## src/rtl/tim1_pkg.sv

```systemverilog
// Shared definitions for the Timer 1 update-event controller:
// FSM state encoding, default repetition-counter width and update-source codes.
package tim1_pkg;

    // Default width of the repetition counter and its reload value.
    localparam int unsigned RCR_W_DEF = 8;

    // Update controller FSM states.
    localparam logic [1:0] S_INIT = 2'd0;
    localparam logic [1:0] S_RUN  = 2'd1;
    localparam logic [1:0] S_LOAD = 2'd2;

    // Update request source select (urs input).
    localparam logic URS_ANY = 1'b0;  // ovf and ug both set uif
    localparam logic URS_OVF = 1'b1;  // only ovf sets uif

endpackage

```

## src/rtl/tim1_rep_counter.sv

```systemverilog
// Repetition down-counter for Timer 1: reloads from rcr, decrements on
// request, otherwise holds. zero flags that the current count is 0.
module tim1_rep_counter
    import tim1_pkg::*;
#(
    parameter int unsigned RCR_W = RCR_W_DEF
) (
    input  logic             clk,
    input  logic             rst,
    input  logic             reload,
    input  logic             dec,
    input  logic [RCR_W-1:0] rcr,
    output logic [RCR_W-1:0] cnt,
    output logic             zero
);

    logic [RCR_W-1:0] cnt_q;

    // Reload has priority over decrement; hold when neither is requested.
    always_ff @(posedge clk or posedge rst) begin
        if (rst) begin
            cnt_q <= '0;
        end else if (reload) begin
            cnt_q <= rcr;
        end else if (dec) begin
            cnt_q <= cnt_q - 1'b1;
        end
    end

    assign cnt  = cnt_q;
    assign zero = (cnt_q == '0);

endmodule

```

## src/rtl/tim1_update_ctrl.sv

```systemverilog
// Timer 1 update-event controller. Decides when shadow registers (PSC/CCR and
// ARR) load from their buffers and drives the load strobes straight from
// flops. Also owns the repetition counter, software update (ug), update
// disable, and the sticky update interrupt flag.
// Optional build macro TIM1_UPD_DMA_EN adds an update DMA request/ack pair.
module tim1_update_ctrl
    import tim1_pkg::*;
#(
    parameter int unsigned RCR_W = RCR_W_DEF
) (
    input  logic             clk,
    input  logic             rst,
    input  logic             cen,
    input  logic             ovf,
    input  logic             ug,
    input  logic             udis,
    input  logic             urs,
    input  logic             arpe,
    input  logic             arr_wr,
    input  logic [RCR_W-1:0] rcr,
    input  logic             uif_clr,
    output logic             ld_sh_reg,
    output logic             ld_arr,
    output logic             cnt_clr,
    output logic             uif,
    output logic [RCR_W-1:0] rep_cnt
`ifdef TIM1_UPD_DMA_EN
    ,
    output logic             upd_dma_req,
    input  logic             upd_dma_ack
`endif
);

    logic [1:0] state_q, state_d;
    logic       pending_q, pending_d;
    logic       pend_uif_q, pend_uif_d;
    logic       ld_sh_reg_q, ld_sh_reg_d;
    logic       ld_arr_q, ld_arr_d;
    logic       arr_pend_q, arr_pend_d;
    logic       cnt_clr_q, cnt_clr_d;
    logic       uif_q, uif_d;

    logic       ug_ok, ovf_ok, ovf_ev, ev, ev_uif;
    logic       rep_zero, rep_reload, rep_dec;
    logic       load, init, uif_set, arr_want;

    // Qualify raw update sources; udis masks both ovf and ug completely.
    always_comb begin
        ug_ok      = ug & ~udis;
        ovf_ok     = ovf & cen & ~udis;
        ovf_ev     = ovf_ok & rep_zero;
        ev         = ug_ok | ovf_ev;
        // An ovf-caused event always flags; a pure ug only when urs allows any source.
        ev_uif     = ovf_ev | (ug_ok & (urs == URS_ANY));
        rep_reload = ug_ok | ovf_ev;
        rep_dec    = ovf_ok & ~rep_zero & ~ug_ok;
    end

    tim1_rep_counter #(
        .RCR_W (RCR_W)
    ) u_rep_counter (
        .clk    (clk),
        .rst    (rst),
        .reload (rep_reload),
        .dec    (rep_dec),
        .rcr    (rcr),
        .cnt    (rep_cnt),
        .zero   (rep_zero)
    );

    // FSM next state: issue a load when idle, otherwise fold the event into pending.
    always_comb begin
        state_d    = state_q;
        pending_d  = pending_q;
        pend_uif_d = pend_uif_q;
        load       = 1'b0;
        init       = 1'b0;
        uif_set    = 1'b0;
        case (state_q)
            S_INIT: begin
                init    = 1'b1;
                state_d = S_RUN;
                if (ev) begin
                    pending_d  = 1'b1;
                    pend_uif_d = pend_uif_q | ev_uif;
                end
            end
            S_RUN: begin
                // The initial load pulse is still high in the first S_RUN cycle,
                // so a new load must wait to keep the strobe's low gap.
                if (!ld_sh_reg_q && (ev || pending_q)) begin
                    load       = 1'b1;
                    uif_set    = ev_uif | pend_uif_q;
                    state_d    = S_LOAD;
                    pending_d  = 1'b0;
                    pend_uif_d = 1'b0;
                end else if (ev) begin
                    pending_d  = 1'b1;
                    pend_uif_d = pend_uif_q | ev_uif;
                end
            end
            S_LOAD: begin
                state_d = S_RUN;
                if (ev) begin
                    pending_d  = 1'b1;
                    pend_uif_d = pend_uif_q | ev_uif;
                end
            end
            default: begin
                state_d = S_INIT;
            end
        endcase
    end

    // Strobe and flag next values; every strobe is gated by its own previous value.
    always_comb begin
        ld_sh_reg_d = init | load;
        arr_want    = init | (load & arpe) | (arr_wr & ~arpe) | arr_pend_q;
        ld_arr_d    = arr_want & ~ld_arr_q;
        arr_pend_d  = arr_want & ld_arr_q;
        cnt_clr_d   = ug_ok & ~cnt_clr_q;
        uif_d       = uif_set | (uif_q & ~uif_clr);
    end

    // State and output registers.
    always_ff @(posedge clk or posedge rst) begin
        if (rst) begin
            state_q     <= S_INIT;
            pending_q   <= 1'b0;
            pend_uif_q  <= 1'b0;
            ld_sh_reg_q <= 1'b0;
            ld_arr_q    <= 1'b0;
            arr_pend_q  <= 1'b0;
            cnt_clr_q   <= 1'b0;
            uif_q       <= 1'b0;
        end else begin
            state_q     <= state_d;
            pending_q   <= pending_d;
            pend_uif_q  <= pend_uif_d;
            ld_sh_reg_q <= ld_sh_reg_d;
            ld_arr_q    <= ld_arr_d;
            arr_pend_q  <= arr_pend_d;
            cnt_clr_q   <= cnt_clr_d;
            uif_q       <= uif_d;
        end
    end

    assign ld_sh_reg = ld_sh_reg_q;
    assign ld_arr    = ld_arr_q;
    assign cnt_clr   = cnt_clr_q;
    assign uif       = uif_q;

`ifdef TIM1_UPD_DMA_EN
    logic dma_req_q, dma_req_d;

    // DMA request rises with uif set and drops the cycle after an ack.
    always_comb begin
        dma_req_d = uif_set | (dma_req_q & ~upd_dma_ack);
    end

    // DMA request register.
    always_ff @(posedge clk or posedge rst) begin
        if (rst) begin
            dma_req_q <= 1'b0;
        end else begin
            dma_req_q <= dma_req_d;
        end
    end

    assign upd_dma_req = dma_req_q;
`endif

endmodule

```

## config.mk

```make
export PLATFORM = sky130hd
export DESIGN_NAME = tim1_update_ctrl
export DESIGN_NICKNAME = d
export VERILOG_FILES = /design/src/rtl/tim1_pkg.sv /design/src/rtl/tim1_rep_counter.sv /design/src/rtl/tim1_update_ctrl.sv
export SDC_FILE = /design/constraint.sdc
export NUM_CORES = 1
export LEC_CHECK = 0
export ABC_AREA = 1
export BUFFER_PORTS_ARGS = -buffer_cell sky130_fd_sc_hd__clkbuf_2
export CAP_MARGIN = 20
export CORE_ASPECT_RATIO = 0.8
export CORE_MARGIN = 10
export CORE_UTILIZATION = 44
export CTS_CLUSTER_DIAMETER = 60
export DETAILED_ROUTE_END_ITERATION = 8
export PLACE_DENSITY = 0.72
export SETUP_SLACK_MARGIN = 0.15
export SYNTH_ARGS = -nofsm -noshare
export SYNTH_HDL_FRONTEND = slang
export SYNTH_SLANG_ARGS = --single-unit
```

## constraint.sdc

```tcl
create_clock -name clk -period 1.4 [get_ports clk]
set_clock_uncertainty 0.1 [all_clocks]
set_input_delay 0.21 -clock clk [delete_from_list [all_inputs] [get_ports clk]]
set_output_delay 0.21 -clock clk [all_outputs]
set_load 0.05 [all_outputs]
```

==> results of run 1 <==
power groups by stage:
stage / combinational, mW / sequential, mW / clock, mW
final: 2.07 / 0.854 / 0.280
after global routing: 2.22 / 0.881 / 0.304
after CTS: 1.96 / 0.836 / 0.284
after detailed placement: 1.52 / 0.833 / 0
after global placement: 1.48 / 0.825 / 0
after floorplan: 0.666 / 1.27 / 0
placed cells by master (no fill, tap or decap), types with 3 or more instances in the layout:
master,n
clkbuf_2,17
nor2_1,8
inv_1,20
nand2_4,4
o21ai_1,7
inv_2,4
clkbuf_4,4
nor2_2,3
buf_6,4
nand3_4,3
dfrtp_2,7
nand2_1,22
nand3_2,6
clkbuf_16,7
nand2_2,10
dfrtp_1,10
buf_4,11
a21oi_1,3
stage by stage:
stage,area [sq um],power [mW],cells
6_report,1687,3.208,204
5_1_grt,1687,3.409,204
4_1_cts,1614,3.080,203
3_5_place_dp,1343,2.356,192
3_3_place_gp,1343,2.302,192
2_1_floorplan,1106,1.938,130
worst register-to-register path, stage by stage, from the launching register on:
cell and delay, ns:
dfrtp_2 0.41, inv_4 0.05, ha_4 0.16, nand2_4 0.08, nor2_8 0.05, a21oi_4 0.24
nand2_1 0.11, nand3_2 0.09, o21ai_1 0.06
synth_stat cells:
master,count
a21oi_1,5
inv_2,3
nor3_1,2
a21oi_4,1
nand2_1,32
ha_1,2
o21ai_1,5
inv_1,22
nand3_1,7
nand2_2,1
xnor2_1,1
o21ai_0,3
nand3b_1,1
a21boi_0,1
nor3_2,1
nor2_8,1
o22ai_1,1
xor2_1,2
nand2_8,1
nor2_2,3
dfrtp_1,17
o211ai_2,1
nand2_4,3
o211ai_1,1
inv_6,1
nor2_1,8
nand3_2,1
nand3_4,2
o31ai_1,1
worst max-delay path by stage:
stage	slack, ns	to	cells after the start
floorplan	-0.12	u_rep_counter.cnt[5]$_DFFE_PP0P_	9
global placement	-0.01	u_rep_counter.cnt[4]$_DFFE_PP0P_	9
detailed placement	-0.06	u_rep_counter.cnt[4]$_DFFE_PP0P_	9
CTS	-0.05	ld_arr$_DFF_PP0_	8
global route	-0.13	arr_pend_q$_DFF_PP0_	8
finish	-0.04	u_rep_counter.cnt[0]$_DFFE_PP0P_	8
layer usage:
metal / GRT usage / routed length, um
met5: 0 / 0
met2: 0.1904 / 1433
met4: 0.02594 / 18
met3: 0.05401 / 248
met1: 0.1603 / 1279
final cells by class:
cell class                 count  area share
multi-input combinational     88      0.3828
inverter                      26     0.06231
clock buffer                   4     0.01558
tap                           25     0.01855
timing repair buffer          44      0.2634
sequential                    17      0.2574
repair_timing:
| action | 4_1_cts | 5_1_grt |
|---|---|---|
| hold endpoints to repair | 18 | 0 |
| pin swaps | 1 | 1 |
| hold buffers | 2 | 0 |
| cloned | 0 | 1 |
| resized for setup | 34 | 22 |
| setup buffers | 5 | 0 |
| endpoints found under the setup margin | 27 | 28 |
cells by family (layout without fill, tap and decap cells):
family                   Yosys count  count (layout)  share of synthesized area
AO/OA/AOI/OAI                     19              19                     0.1158
adder cells (fa/ha/maj)            2               2                    0.02364
buffers and inverters             26              74                    0.09693
flip-flops                        17              17                     0.4019
XOR/XNOR                           3               3                    0.02483
AND/OR/NAND/NOR                   63              64                     0.3369
==> impl_metrics.csv, run 1 <==
group,metric,value,unit
clocking,clk_path_buf_depth,2,
drt,firstDrtPassIters,4,
synthesis,synth_area,0.001059,sq mm
critical_path,r2r_setup_slack,-0.04,ns
critical_path,worstPathCellList,"inv_4, ha_4, nand2_4, nor2_8, a21oi_4, nand2_1, nand3_2, o21ai_1",
sta,worstMarginPinSlew,0.4337,ns
layout,n_antenna_cell,0,
critical_path,r2r-end,"u_rep_counter.cnt[0]$_DFFE_PP0P_",
global_route,grt.overflow.total,0,
place,dp_hpwl,2100,um
sta,setup_tns,-0.2529,ns
power,clkPwrFrac,0.087,
power,pwr-share-comb,0.646,
synthesis,yosysSeqAreaShare,0.4019,
sta,whs,0.08342,ns
die,core-area,0.002215,sq mm
synthesis,synth_top_cell_area_share,0.4019,
clocking,htree_levels,1,
critical_path,crit_start,"u_rep_counter.cnt[1]$_DFFE_PP0P_",
power,ir_drop,0.9711,mV
drt,vias,1015,
critical_path,path_buf_inv,1,
drt,drc_errors,0,
drt,drt_iter0_drc,38,
sta,setup_slack,-0.04215,ns
critical_path,r2r_cells,8,
synthesis,syn_area_per_cell,8.142,sq um
power,p_leak,0.8707,nW
layout,layout-drive-gt1-share,0.5307,
place,routabilityCongestion,0.8482,
global_route,grt_usage,0.1254,
critical_path,arrival,1.53,ns
critical_path,worstSetupPathType,"flop to flop",
sta,setup_viol,10,
layout,multi_input_area,645.6,sq um
die,start_util,0.4780,
die,dieArea,0.004780,sq mm
critical_path,cp-end-kind,"flop",
layout,final_util,0.7616,
min_path,min_from,"arpe",
flow_run,cap_violations,0,
sta,timing.slew.headroom,0.7093,
min_path,min_to,"arr_pend_q$_DFF_PP0_",
drt,wl_per_cell,14.60,um
power,p_int,1.704,mW
synthesis,synth_largest_area_cell,"dfrtp_1",
power,pwr_density_cell,1902,mW/mm^2
layout,fillers,151,
critical_path,path_max_fanout,7,
synthesis,ys_ff_latch,17,
sta,post-route-min-period,1.442,ns
outcome,failed_checks,"setup timing",
outcome,status,"finished with violations",
sta,timing.fmax,693.4,MHz
die,die_h,63.87,um
sta,rsz0062_at_grt,"yes",
global_route,grt_antenna_before_repair,0,
clocking,cts_buffers,3,
clocking,clk_pin_slew,0.11,ns
power,sw_frac_of_total,0.4688,
die,rows,15,
synthesis,synth.distinct_cells,29,
critical_path,required,1.49,ns
synthesis,syn_nets,150,
layout,nNetsFinal,200,
synthesis,yosysWarnings,0,
clocking,tritoncts,"done",
sta,fin_crit_sh,1.030,
global_route,grt_pass1_vias,1012,
drt,ant_nets,0,
drt,viasPerCell,4.975,
critical_path,cp_slowest_stage_delay,0.41,ns
clocking,cts-root-buf,"clkbuf_4",
min_path,hp-class,"input port to flop",
min_path,min_path_cells,3,
place,portBuffers,29,
critical_path,path_delay_family,"flip-flops",
global_route,grt_start_max_net_pins,18,
critical_path,slowest_stage,"dfrtp_2",
die,io_pins,30,
layout,largest_register_ffs,8,
layout,syn2layout_area_growth,59.34,%
critical_path,start_kind,"flop",
global_route,grt_pass1_wl,4823,um
synthesis,netlist_instances,130,
layout,ff_latch_area,434.2,sq um
clocking,clkLatencyLatePin,0.29,ns
clocking,cts.sinks,17,
critical_path,rr_startpoint,"u_rep_counter.cnt[1]$_DFFE_PP0P_",
place,dp_slack,-0.05975,ns
sta,final_max_slew_viol_count,0,
sta,hold_violations,0,
power,p_sw,1.504,mW
synthesis,synthTopCellsByArea,"dfrtp_1 (40%), nand2_1 (11%), inv_1 (7.8%), nand3_1 (3.3%), nand3_4 (3.3%)",
die,die_width,74.84,um
power,seqPwrFrac,0.266,
drt,wirelength,2979,um
Note: power is estimated with default switching activity, not from simulation.
==> run 2: changes to the inputs <==
==> constraint.sdc (replaced) <==
create_clock -name clk -period 1.4 [get_ports clk]
set_clock_uncertainty 0.1 [all_clocks]
set_input_delay 0.35 -clock clk [delete_from_list [all_inputs] [get_ports clk]]
set_output_delay 0.35 -clock clk [all_outputs]
set_load 0.05 [all_outputs]
==> run 2 against run 1 <==
  * The flow still finishes with violations (setup timing)
  * First-iteration DRC count rose by 24%
  * Hold slack improved by 0.0099 ns
  * Die area did not move
  * Maximum frequency fell by 4.6%
  * Worst setup slack got worse by 0.070 ns
  * Non-clock buffer count rose by 4
  * Global-route usage rose by 1.1 points
  * Power rose by 4.2%
  * Sequential share of layout area fell by 1.1 points
  * Sequential power rose by 2.9%
  * Clock power rose by 3%
==> impl_metrics.csv, run 2 (synthesized netlist as in run 1, its figures left out) <==
group,metric,value,unit
sta,fin_crit_sh,1.080,
layout,fillers,130,
power,p_leak,0.9087,nW
drt,firstDrtPassIters,4,
clocking,tritoncts,"done",
critical_path,path_buf_inv,2,
min_path,hp-class,"input port to flop",
clocking,cts_buffers,3,
die,die_h,63.87,um
drt,ant_nets,0,
place,dp_hpwl,1980,um
layout,largest_register_ffs,8,
clocking,cts.sinks,17,
sta,whs,0.09337,ns
global_route,grt_start_max_net_pins,18,
layout,syn2layout_area_growth,66.67,%
critical_path,required,0.95,ns
sta,setup_viol,17,
flow_run,cap_violations,0,
global_route,grt_pass1_wl,5140,um
drt,wirelength,3195,um
drt,drt_iter0_drc,47,
clocking,htree_levels,1,
power,pwr_density_cell,1894,mW/mm^2
outcome,status,"finished with violations",
drt,vias,1060,
die,core-area,0.002215,sq mm
layout,final_cell_mix,"nand2_1 (24), inv_1 (20), clkbuf_2 (17)",
place,dp.cells,191,
sta,setup_slack,-0.1120,ns
global_route,grt_antenna_before_repair,0,
critical_path,start_kind,"flop",
sta,timing.slew.headroom,0.7954,
layout,nNetsFinal,204,
global_route,grt_pass1_vias,1097,
layout,final_common_cell,"nand2_1",
drt,viasPerCell,5.096,
die,die_width,74.84,um
die,io_pins,30,
place,routabilityCongestion,0.8386,
sta,rsz0062_at_grt,"yes",
layout,layout-drive-gt1-share,0.5574,
critical_path,cp-end-kind,"output port",
critical_path,slowest_stage,"dfrtp_2",
drt,drc_errors,0,
layout,n_antenna_cell,0,
global_route,grt_usage,0.1367,
critical_path,worstPathCellList,"buf_6, clkbuf_16",
die,dieArea,0.004780,sq mm
critical_path,path_delay_family,"flip-flops",
sta,final_max_slew_viol_count,0,
critical_path,worstSetupPathType,"flop to output port",
die,start_util,0.4780,
clocking,cts-root-buf,"clkbuf_4",
critical_path,path_max_fanout,3,
sta,setup_tns,-1.065,ns
sta,worstMarginPinSlew,0.3064,ns
drt,wl_per_cell,15.36,um
place,dp_slack,-0.04505,ns
layout,multi_input_area,678.2,sq um
sta,hold_violations,0,
layout,ff_latch_area,434.2,sq um
clocking,clk_pin_slew,0.11,ns
place,portBuffers,29,
clocking,clkLatencyLatePin,0.31,ns
die,rows,15,
power,ir_drop,1.060,mV
outcome,failed_checks,"setup timing",
global_route,grt.overflow.total,0,
sta,post-route-min-period,1.512,ns
critical_path,arrival,1.06,ns
critical_path,cp_slowest_stage_delay,0.46,ns
sta,timing.fmax,661.4,MHz
layout,fin_cells,208,
clocking,clk_path_buf_depth,2,
[run 2: final timing paths]
path	startpoint	endpoint	slack, ns	depth (start not counted)
worst max register to register	u_rep_counter.cnt[1]$_DFFE_PP0P_	u_rep_counter.cnt[5]$_DFFE_PP0P_	-0.09	9
min in group asynchronous	rst	state_q[1]$_DFFE_PP0P_	0.47	4
worst max-delay path	u_rep_counter.cnt[1]$_DFFE_PP0P_	rep_cnt[1]	-0.11	2
worst min register to register	state_q[0]$_DFFE_PP0P_	ld_sh_reg$_DFF_PP0_	0.41	1
max in group asynchronous	rst	u_rep_counter.cnt[2]$_DFFE_PP0P_	0.51	4
worst min-delay path	uif_clr	uif$_DFF_PP0_	0.09	2
[run 2: area by class of cell]
class,instances,area share
Multi-Input combinational cell,88,0.3844
Timing Repair Buffer,48,0.2773
Sequential cell,17,0.2461
Inverter,26,0.05957
Tap cell,25,0.01773
Clock buffer,4,0.01489
[run 2: per-layer routing]
layer,up-vias,track usage,wire length [um]
met4,0,0.05189,58
met5,-,0,0
li1,516,-,-
met3,8,0.05247,264
met2,34,0.2203,1478
met1,502,0.1588,1393
[run 2: through the flow]
step	util	total power [mW]	area [sq um]
floorplan	-	1.938	1106
global placement	0.6028	2.291	1335
detailed placement	0.6028	2.325	1335
CTS	0.7718	3.162	1709
global route	0.7966	3.541	1764
finish	0.7966	3.342	1764
[run 2: worst register-to-register path, cell delays in order, from the launching register on]
cell and delay, ns:
dfrtp_2 0.46, inv_4 0.08, ha_4 0.14, nand2_4 0.06, nor2_8 0.14, nand2_8 0.10, nand2_8 0.10, a21oi_2 0.07
nand2_1 0.07, nand2_1 0.06
[run 2: power by group]
| group | internal [mW] | leakage [nW] | switching (mW) |
|---|---|---|---|
| registers | 0.682 | 0.203 | 0.197 |
| clock network | 0.111 | 0.0150 | 0.177 |
| logic | 0.983 | 0.690 | 1.19 |
| total | 1.78 | 0.909 | 1.57 |
[run 2: timing repair]
item | 4_1_cts | 5_1_grt
setup buffers | 8 | 3
hold endpoints to repair | 17 | 0
gates resized for setup | 52 | 15
hold buffers | 1 | 0
pin swaps | 11 | 3
setup endpoints to repair | 28 | 28
gates cloned | 1 | 0
==> run 3: changes to the inputs <==
CTS_BUF_LIST = sky130_fd_sc_hd__clkbuf_4   (was unset)
==> run 3 against run 2 <==
  * The flow still finishes with violations (setup timing)
  * Via count is 2.2% lower
  * Count of clock-buffer cells in the layout stayed put
  * Routed wire length is 1.5% lower
  * Die area stayed put
  * Sequential power is 0.5% lower
  * Flip-flop and latch count stayed put
  * Combinational power hardly changed
  * Critical path depth is 7 higher
  * Power is 0.95% higher
  * Critical path type is now flop to flop
  * Largest power group unchanged
==> impl_metrics.csv, run 3 (synthesized netlist as in run 1, its figures left out) <==
group,metric,value,unit
sta,post-route-min-period,1.502,ns
die,start_util,0.4780,
layout,fin_cells,208,
die,rows,15,
die,io_pins,30,
global_route,grt_pass1_vias,1061,
power,ir_drop,1.288,mV
layout,n_antenna_cell,0,
global_route,grt_antenna_before_repair,0,
critical_path,arrival,1.59,ns
critical_path,cp_slowest_stage_delay,0.44,ns
die,dieArea,0.004780,sq mm
drt,drt_iter0_drc,36,
layout,final_common_cell,"nand2_1",
die,die_width,74.84,um
drt,ant_nets,0,
critical_path,cp-endpoint,"u_rep_counter.cnt[5]$_DFFE_PP0P_",
layout,syn2layout_area_growth,66.08,%
layout,nNetsFinal,204,
sta,setup_slack,-0.1024,ns
sta,worstMarginPinSlew,0.3022,ns
place,portBuffers,29,
global_route,grt.overflow.total,0,
critical_path,worstPathCellList,"inv_2, ha_4, nand2_4, nor2_8, nand2_8, nand2_8, a21oi_2, nand2_1, nand2_1",
die,die_h,63.87,um
critical_path,r2r_setup_slack,-0.10,ns
sta,hold_violations,0,
drt,viasPerCell,4.986,
layout,layout-drive-gt1-share,0.5574,
clocking,cts.sinks,17,
critical_path,r2r-end,"u_rep_counter.cnt[5]$_DFFE_PP0P_",
place,routabilityCongestion,0.8386,
layout,final_cell_mix,"nand2_1 (23), inv_1 (20), clkbuf_2 (17)",
critical_path,required,1.49,ns
drt,wirelength,3146,um
clocking,clk_path_buf_depth,2,
critical_path,worstSetupPathType,"flop to flop",
flow_run,cap_violations,0,
outcome,failed_checks,"setup timing",
clocking,clk_pin_slew,0.12,ns
min_path,hp-class,"input port to flop",
power,p_leak,0.9083,nW
critical_path,start_kind,"flop",
clocking,htree_levels,1,
power,pwr_density_cell,1919,mW/mm^2
global_route,grt_pass1_wl,4974,um
clocking,cts_buffers,3,
sta,setup_viol,20,
sta,fin_crit_sh,1.073,
critical_path,rr_startpoint,"u_rep_counter.cnt[1]$_DFFE_PP0P_",
clocking,tritoncts,"done",
drt,drc_errors,0,
drt,firstDrtPassIters,4,
outcome,status,"finished with violations",
global_route,grt_start_max_net_pins,18,
clocking,cts-root-buf,"clkbuf_4",
sta,timing.slew.headroom,0.7978,
layout,fillers,134,
critical_path,r2r_cells,9,
clocking,clkLatencyLatePin,0.31,ns
layout,largest_register_ffs,8,
critical_path,crit_start,"u_rep_counter.cnt[1]$_DFFE_PP0P_",
sta,timing.fmax,665.6,MHz
critical_path,slowest_stage,"dfrtp_2",
drt,wl_per_cell,15.13,um
critical_path,cp-end-kind,"flop",
die,core-area,0.002215,sq mm
sta,rsz0062_at_grt,"yes",
place,dp_slack,-0.04505,ns
sta,final_max_slew_viol_count,0,
drt,vias,1037,
place,dp.cells,191,
global_route,grt_usage,0.1314,
place,dp_hpwl,1980,um
critical_path,path_max_fanout,5,
run 3: layout make-up:
cell class / instances / area [sq um] / share of cell area
multi-input cells: 88 / 670.6 / 0.3815
repair buffers: 48 / 489.2 / 0.2783
flip-flops and latches: 17 / 434.2 / 0.2470
inverters: 26 / 102.6 / 0.05836
well taps: 25 / 31.28 / 0.01779
clock buffers: 4 / 30.03 / 0.01708
run 3: worst min-delay path by stage:
stage,from,to,depth (start not counted)
after detailed placement,rst,ld_arr$_DFF_PP0_,3
after floorplan,rst,arr_pend_q$_DFF_PP0_,1
after CTS,uif_clr,uif$_DFF_PP0_,2
after global routing,uif_clr,uif$_DFF_PP0_,2
final,uif_clr,uif$_DFF_PP0_,2
after global placement,rst,ld_arr$_DFF_PP0_,3
run 3: critical path: cells and delay by family, from the launching register on:
kind	cells	cell delay (ns)
adders and majority gates	1	0.14
AOI/OAI and AO/OA	1	0.07
DFF	1	0.44
buffers and inverters	1	0.09
and+or+nand+nor	6	0.52
run 3: through the flow:
stage | utilization | hold slack (ns) | setup TNS, ns | instance area, sq um | power [mW]
global placement | 0.6028 | 0.2558 | -0.1000 | 1335 | 2.291
CTS | 0.7582 | 0.09547 | -0.8690 | 1679 | 3.163
finish | 0.7938 | 0.09420 | -1.133 | 1758 | 3.374
detailed placement | 0.6028 | 0.2593 | -0.2711 | 1335 | 2.325
global route | 0.7938 | 0.09444 | -2.302 | 1758 | 3.575
floorplan | - | 0.1756 | -1.544 | 1106 | 1.938
run 3: power breakdown:
group	leakage [nW]	total (mW)	switching, mW	internal (mW)
clock network	0.0184	0.310	0.179	0.131
logic	0.687	2.19	1.20	0.986
registers	0.203	0.875	0.193	0.682
total	0.908	3.37	1.58	1.80
run 3: repair_timing:
item / CTS / global route
setup endpoints to repair: 28 / 28
endpoints found under the hold margin: 17 / 0
hold buffers: 1 / 0
cloned: 1 / 0
pin swaps: 9 / 11
resized for setup: 47 / 18
setup buffers: 7 / 4
run 3: layer usage:
layer | track usage | up-vias | share of wire
met2 | 0.2107 | 32 | 0.47
met5 | 0 | - | 0
li1 | - | 518 | -
met1 | 0.1552 | 483 | 0.44
met4 | 0.04953 | 0 | 0.011
met3 | 0.04784 | 4 | 0.081
